**src/rtl/tx_pulse_ch.sv**
```systemverilog
// Per-channel transmit pulser: LUT-driven focusing delay followed by a bipolar burst.
// Optional macro TX_DAMP_EN adds a return-to-zero clamp phase after the last negative half-cycle.
`timescale 1ns/1ps
module tx_pulse_ch #(
    parameter int unsigned ADDR_WD  = 7,
    parameter int unsigned DELAY_WD = 12,
    parameter int unsigned CYC_WD   = 4,
    parameter int unsigned HP_WD    = 6
) (
    input  logic                clk,
    input  logic                rst_n,
    input  logic [ADDR_WD-1:0]  lut_addr,
    input  logic                lut_we,
    input  logic [DELAY_WD-1:0] lut_din,
    input  logic [ADDR_WD-1:0]  line_sel,
    input  logic                tx_start,
    input  logic                tx_abort,
    input  logic [CYC_WD-1:0]   num_cycles,
    input  logic [HP_WD-1:0]    half_period,
    output logic                pulse_p,
    output logic                pulse_n,
    output logic                pulse_clamp,
    output logic                tx_en,
    output logic                tx_busy,
    output logic                tx_done
);

    localparam int unsigned LUT_DEPTH = 1 << ADDR_WD;

`ifdef TX_DAMP_EN
    typedef enum logic [2:0] {IDLE, FETCH, DLY, POS, NEG, DAMP} state_t;
`else
    typedef enum logic [2:0] {IDLE, FETCH, DLY, POS, NEG} state_t;
`endif

    state_t state, nxt;

    logic [DELAY_WD-1:0] lut [LUT_DEPTH];
    logic [DELAY_WD-1:0] lut_q;
    logic [DELAY_WD-1:0] dly_cnt;
    logic [HP_WD-1:0]    hp_len;
    logic [HP_WD-1:0]    hp_cnt;
    logic [CYC_WD-1:0]   cyc_cnt;

    logic accept;
    logic phase_entry;
    logic p_d, n_d, clamp_d, en_d, busy_d, done_d;

    assign accept = (state == IDLE) && tx_start;

    // Delay LUT: not reset; read on fire acceptance sees the pre-write value on a collision
    always_ff @(posedge clk) begin
        if (lut_we) lut[lut_addr] <= lut_din;
        if (accept) lut_q <= lut[line_sel];
    end

    always_ff @(posedge clk or negedge rst_n) begin
        if (!rst_n) state <= IDLE;
        else        state <= nxt;
    end

    always_comb begin
        nxt = state;
        if (state != IDLE && tx_abort) begin
            nxt = IDLE;
        end else begin
            case (state)
                IDLE:  if (tx_start) nxt = FETCH;
                FETCH: nxt = (lut_q == '0) ? POS : DLY;
                DLY:   if (dly_cnt == DELAY_WD'(1)) nxt = POS;
                POS:   if (hp_cnt == '0) nxt = NEG;
                NEG: begin
                    if (hp_cnt == '0) begin
`ifdef TX_DAMP_EN
                        nxt = (cyc_cnt == CYC_WD'(1)) ? DAMP : POS;
`else
                        nxt = (cyc_cnt == CYC_WD'(1)) ? IDLE : POS;
`endif
                    end
                end
`ifdef TX_DAMP_EN
                DAMP:  if (hp_cnt == '0) nxt = IDLE;
`endif
                default: nxt = IDLE;
            endcase
        end
    end

    // Outputs are decoded from the next state so they register on the same edge as the state
    always_comb begin
        p_d         = (nxt == POS);
        n_d         = (nxt == NEG);
        clamp_d     = 1'b0;
        phase_entry = (nxt != state) && (nxt == POS || nxt == NEG);
`ifdef TX_DAMP_EN
        clamp_d     = (nxt == DAMP);
        phase_entry = (nxt != state) && (nxt == POS || nxt == NEG || nxt == DAMP);
`endif
        en_d        = (nxt != IDLE);
        busy_d      = (nxt != IDLE);
        done_d      = (state != IDLE) && (nxt == IDLE) && !tx_abort;
    end

    always_ff @(posedge clk or negedge rst_n) begin
        if (!rst_n) begin
            pulse_p     <= 1'b0;
            pulse_n     <= 1'b0;
            pulse_clamp <= 1'b0;
            tx_en       <= 1'b0;
            tx_busy     <= 1'b0;
            tx_done     <= 1'b0;
        end else begin
            pulse_p     <= p_d;
            pulse_n     <= n_d;
            pulse_clamp <= clamp_d;
            tx_en       <= en_d;
            tx_busy     <= busy_d;
            tx_done     <= done_d;
        end
    end

    // Burst parameters latched at acceptance; zero lengths are promoted to one
    always_ff @(posedge clk or negedge rst_n) begin
        if (!rst_n) begin
            dly_cnt <= '0;
            hp_len  <= '0;
            hp_cnt  <= '0;
            cyc_cnt <= '0;
        end else begin
            if (accept) begin
                hp_len  <= (half_period == '0) ? '0 : half_period - HP_WD'(1);
                cyc_cnt <= (num_cycles == '0) ? CYC_WD'(1) : num_cycles;
            end else if (state == NEG && nxt == POS) begin
                cyc_cnt <= cyc_cnt - CYC_WD'(1);
            end

            if (state == FETCH)    dly_cnt <= lut_q;
            else if (state == DLY) dly_cnt <= dly_cnt - DELAY_WD'(1);

            if (phase_entry)        hp_cnt <= hp_len;
            else if (hp_cnt != '0)  hp_cnt <= hp_cnt - HP_WD'(1);
        end
    end

endmodule

```
**config.mk**
```make
export PLATFORM = sky130hd
export DESIGN_NAME = tx_pulse_ch
export DESIGN_NICKNAME = d
export VERILOG_FILES = /design/src/rtl/tx_pulse_ch.sv
export SDC_FILE = /design/constraint.sdc
export NUM_CORES = 1
export LEC_CHECK = 0
export ABC_AREA = 0
export CORE_AREA = 2 2 322 643
export CTS_CLUSTER_DIAMETER = 80
export CTS_CLUSTER_SIZE = 40
export DETAILED_ROUTE_END_ITERATION = 10
export DIE_AREA = 0 0 324 645
export PLACE_DENSITY = 0.48
export SYNTH_ARGS = -nofsm -noshare
export SYNTH_HDL_FRONTEND = slang
export SYNTH_SLANG_ARGS = --single-unit
```
**constraint.sdc**
```tcl
create_clock -name clk -period 2.2 [get_ports clk]
set_input_delay 0.55 -clock clk [delete_from_list [all_inputs] [get_ports clk]]
set_output_delay 0.55 -clock clk [all_outputs]
set_load 0.1 [all_outputs]
```
==> impl_metrics.yaml <==
status:
  status: "finished, violations left"
  failed_checks: "setup timing"
critical_path:
  timing.rr.start: "dly_cnt[3]$_DFFE_PN0P_"
  regToRegSetupSlack_ns: -0.09
  worst_setup_path_start_kind: "flip-flop"
  reg2reg_to: "dly_cnt[11]$_DFFE_PN0P_"
  critPathSlowestCell: "sky130_fd_sc_hd__or4_4"
  worst_endpoint_required_time_ns: 2.79
  path_class: "reg -> reg"
  reg2regPathDepth: 6
  cp_slowest_stage_delay_ns: 0.56
  critical_path.max_fanout: 3
  worst_ep_arrival_time_ns: 2.89
  timing.critical_path.cells: "or4_4 -> or3_4 -> or3_4 -> or3_4 -> nand3_2 -> o211ai_2"
  critical_path.most_common_cell: "sky130_fd_sc_hd__or3_4"
  end_kind: "flip-flop"
clocking:
  cts.htree.levels: 2
  clk-insertion-delay-late_ns: 0.75
  cts_inserted_buffers: 50
  clock_tree.root_cell: "sky130_fd_sc_hd__clkbuf_16"
  cts_tree: "done"
  clkTransAtPathRegs_ns: 0.14
  cts.path.max_buffers: 3
  cts_sinks: 1583
yosys:
  yosys_register_bits: 1583
  postSynthCellCount: 2844
  average_cell_area_after_synthesis_um2: 21.46
  yosysWarnings: 0
  syn_area_mm2: 0.06104
  yosysSeqAreaShare_pct: 77.59
  yosys.cell_types.count: 51
  dominantRegCellSynth: "sky130_fd_sc_hd__edfxtp_1"
  postSynth.asyncResetShare_pct: 2.211
  mappedNetlistNets: 2893
  post_synth_edffs: 1548
layout:
  layout.cells.most_common_list: "sky130_fd_sc_hd__edfxtp_1 (1,548), sky130_fd_sc_hd__mux4_2 (384), sky130_fd_sc_hd__buf_4 (363)"
  layout_commonest_cell: "sky130_fd_sc_hd__edfxtp_1"
  area_delta_synth_final_pct: 19.07
  fill_cells: 18940
  post-route-cell-area_mm2: 0.07268
  proportion_of_layout_cells_with_a_drive_suffix_above_1_pct: 33.47
  layout.nets: 3377
min_path:
  hold_crit_path_type: "in -> reg"
  worst_hold_launch: "lut_din[0]"
  hold-path-cell-count: 1
  min_to: "lut[6][0]$_DFFE_PP_"
timing:
  rsz0062_at_grt: "yes"
  fin_skew_ns: 0.06146
  tns_ns: -0.2063
  worst_slew_pin_slew_ns: 0.9001
  final-setup-viol-count: 4
  slew-limit-headroom_pct: 39.44
  final_clock_period_utilization_by_the_worst_path_pct: 104.1
  slew_viol_final: 0
  hold_viol_final: 0
  setup_slack_ns: -0.09067
  period_minus_slack_ns: 2.291
  fmax_mhz: 436.6
drt:
  detail_route.vias_per_cell: 4.893
  antenna_left: 0
  post_drt_wl_per_cell_um: 27.78
  routed_wl_um: 168700
  drtPass1Iterations: 5
  drt_iter0_drc: 2243
  drc_errors: 0
  via_count: 29710
grt:
  grt_first_pass_wirelength_um: 239900
  grt_remaining_overflow: 0
  via_count_of_the_first_global_routing_pass: 31790
  grt_use_total_pct: 16.17
  grt_max_degree: 57
  antenna_found_initial: 3
placed_design:
  place_area_mm2: 0.07079
  port-buffer-count: 45
  routabilityCongestion: 0.7921
  detailedPlacementHpwl_um: 117400
pwr:
  peak_supply_drop_uv: 629.4
  part_of_the_total_power_dissipated_in_combinational_logic_pct: 10.6
  p_sw_share_pct: 23.87
  pwr-share-clk_pct: 25.7
  switching_power_uw: 12670
  internal-power_uw: 40430
  p_per_area_mw_per_mm2: 730.7
  power.leakage_uw: 0.02270
  pwr-share-seq_pct: 63.7
die:
  die-width_um: 324
  rows: 235
  floorplan.die_area_mm2: 0.2090
  dieHeight_um: 645
  start_util_pct: 29.87
  core_ar_mm2: 0.2044
  io_pins: 47
flow_run:
  drv_cap: 0
## worst max-delay path by stage
stage                           startpoint                      end  slack [ns]  cells after the start
floorplan                           lut_we    lut[102][0]$_DFFE_PP_       -0.18                      3
global placement               line_sel[1]      lut_q[11]$_DFFE_PP_       -1.67                     12
detailed placement             line_sel[1]      lut_q[11]$_DFFE_PP_       -1.69                     12
CTS                 dly_cnt[3]$_DFFE_PN0P_  dly_cnt[11]$_DFFE_PN0P_       -0.12                      6
global route        dly_cnt[3]$_DFFE_PN0P_  dly_cnt[11]$_DFFE_PN0P_       -0.16                      6
finish              dly_cnt[3]$_DFFE_PN0P_  dly_cnt[11]$_DFFE_PN0P_       -0.09                      6
## critical path: cells and delay by family (launching register included)
kind | cells | cell delay (ns)
flops | 1 | 0.39
simple gates | 5 | 1.71
compound gates | 1 | 0.08
## state kept, by name, summed over array words and instances (netlist names)
name	cells
lut	1536
dly_cnt	12
lut_q	12
hp_cnt	6
hp_len	6
cyc_cnt	4
state	3
pulse_n	1
pulse_p	1
tx_busy	1
tx_done	1
## stage by stage
stage | std cells | setup WS, ns | utilization, % | power, uW | hold slack (ns)
4_1_cts | 6069 | -0.1159 | 35.51 | 53700 | 0.1385
3_5_place_dp | 5995 | -1.693 | 34.64 | 40090 | 0.4727
2_1_floorplan | 2844 | -0.1833 | - | 37150 | 0.2544
3_3_place_gp | 5995 | -1.671 | 34.64 | 40020 | 0.4762
6_report | 6072 | -0.09067 | 35.56 | 53100 | 0.1890
5_1_grt | 6072 | -0.1630 | 35.56 | 54830 | 0.1499
## Yosys cell counts, drive strengths merged, types with 11 or more instances
cell | count | area, um2
a2111oi | 12 | 105.1
a211oi | 24 | 180.2
a21oi | 21 | 108.9
a22oi | 14 | 105.1
buf | 58 | 290.3
clkbuf | 97 | 364.1
dfrtp | 35 | 875.8
edfxtp | 1548 | 46480
inv | 11 | 41.29
mux2i | 96 | 960.9
mux4 | 384 | 8648
nand2 | 96 | 360.4
nand3 | 16 | 85.08
nand4 | 16 | 100.1
nor2 | 168 | 630.6
nor3 | 23 | 115.1
nor4 | 18 | 118.9
o211ai | 30 | 230.2
o21ai | 44 | 220.2
o22ai | 60 | 375.4
## layer usage
metal  wire [um]  GRT usage (%)
met5          13              0
met4        4594          4.494
met3        3929          1.101
met2       95870          31.25
met1       64250          18.91
## cell type report
type / count / area, um2 / share of cell area (%)
sequential: 1583 / 47360 / 65.17
inverter: 11 / 41.29 / 0.05681
multi-input combinational: 1095 / 13350 / 18.36
tap: 2725 / 3410 / 4.691
clock inverter: 13 / 265.3 / 0.3650
clock buffer: 57 / 1287 / 1.772
antenna: 1 / 2.502 / 0.003443
timing repair buffer: 587 / 6963 / 9.581
## repair_timing
item                                    in CTS  in global routing
hold buffers                                 1                  0
endpoints found under the setup margin      20                 14
pin swaps                                    3                  4
hold endpoints to repair                    22                  0
resized for setup                           29                 19
cloned                                       2                  0
buffers inserted                             1                  3
## power groups by stage
stage / Clock (uW) / Combinational (uW) / Sequential (uW)
3_5_place_dp: 0 / 5590 / 34500
5_1_grt: 14900 / 6030 / 33900
6_report: 13700 / 5630 / 33800
2_1_floorplan: 0 / 2630 / 34500
4_1_cts: 14200 / 5690 / 33800
3_3_place_gp: 0 / 5540 / 34500
## logic make-up after synthesis
family	after synthesis	share of synthesized area, %
flops	1583	77.59
compound gates	215	2.312
mux	486	15.85
fa+ha+maj	8	0.1640
xor+xnor	12	0.1722
other cells	1	0.006144
buf+inv	166	1.140
simple gates	373	2.757
No activity file was read; power rests on OpenSTA's default activity.
==> patch (same settings) <==
Set the parameter `CYC_WD` to 3 (it was 4).
--- a/src/rtl/tx_pulse_ch.sv
+++ b/src/rtl/tx_pulse_ch.sv
@@ -5,5 +5,5 @@
     parameter int unsigned ADDR_WD  = 7,
     parameter int unsigned DELAY_WD = 12,
-    parameter int unsigned CYC_WD   = 4,
+    parameter int unsigned CYC_WD   = 3,
     parameter int unsigned HP_WD    = 6
 ) (
Ports: changed (resized num_cycles); port bits go from 47 to 46. The function was not compared with the original's and may differ.
==> patch against the original RTL <==
Cell area grew 4.6%. Sequential cell count shrank 1. Worst setup slack gained 0.015 ns. Total power grew 1.1%. The run still ends with setup timing left. Area after synthesis grew 2.1%. Register-to-register slack gained 0.02 ns. Wire length grew 11%. First-iteration DRC count grew 8.5%. Core utilization grew 1.6 points. Largest power group unchanged. Critical path depth grew 5. Global-route usage grew 1.6 points. Via count grew 8.9%.
==> patch: results (changes against the original RTL) <==
status: "finished, violations left"
violations: "setup timing"
crit_slowest_cell: "nor4_4"
critPathKind: "in -> reg"
ys_seq_area_frac: 0.760  # -0.0161
yosysUniqueCellTypes: 56  # +9.8%
clock_skew_ns: 0.0512  # -0.0103 ns
arrival_ns: 2.82  # -0.07 ns
tns_ns: -0.517  # -0.311 ns
peakVddDrop_mv: 0.731  # +16%
setup_violations: 10  # +6
clock-sinks: 1582  # -0.063%
intPower_mw: 40.7  # +0.61%
crit_family: "compound AO/OA/AOI/OAI gates"
r2r_slack_ns: -0.07  # +0.02 ns
clk_share: 0.0183  # -0.00311
nets: 3836  # +14%
synth_common_cells: "1548 x edfxtp_1, 399 x mux2i_1, 229 x mux4_2, 156 x a22oi_1, 146 x nor2_1"
grt_pass1_wl_um: 262000  # +9.1%
multi_input_area_share: 0.197  # +0.0133
portBuffers: 44  # -2.2%
clk_latency_ns: 0.73  # -0.02 ns
clkbuf_count: 49  # -14%
place_congestion: 0.886  # +12%
worst_slack_ns: -0.0755  # +0.0152 ns
utilization: 0.372  # +0.0163
dpl.hpwl_um: 130000  # +11%
worstHoldStart: "lut_din[5]"
synth_adder_area_share: 0.00177  # +0.000127
numCtsBuffers: 48  # -4.0%
synthXorXnorAreaFrac: 0.00183  # +0.000106
vias: 32400  # +8.9%
drive_above_1_share: 0.331  # -0.00341
syn_nets: 3198  # +11%
placed_cell_area_um2: 72900  # +3.0%
grtUsageTotal: 0.178  # +0.0165
multi_input_cells: 1379  # +26%
[patch: cell count changes after synthesis, sizes merged, moves of 23 or more]
| cell | delta |
|---|---|
| a22oi | +142 |
| mux2i | +303 |
| mux4 | -155 |
| nand3 | +24 |
| clkbuf | -39 |
| buf | +62 |
| o22ai | -48 |
| a22o | +23 |
| a31oi | +48 |
[patch: layer usage]
metal,vias up,track usage,part of all wire
li1,14100,-,-
met3,203,0.0136,0.025
met4,0,0.0753,0.049
met1,17500,0.196,0.36
met2,563,0.345,0.56
met5,-,0,0
[patch: power by group through the flow]
stage	Sequential [mW]	Clock [mW]	Combinational [mW]
after global routing	33.8	14.4	7.23
after CTS	33.8	13.6	6.73
final	33.8	13.2	6.80
after detailed placement	34.4	0	6.23
after global placement	34.4	0	6.18
after floorplan	34.5	0	2.86
[patch: timing repair]
action,in CTS,in global routing
hold endpoints to repair,34,0
endpoints found under the setup margin,18,21
hold buffers,1,0
cloned,4,4
buffers inserted,35,12
gates resized for setup,124,92
pin swaps,24,53
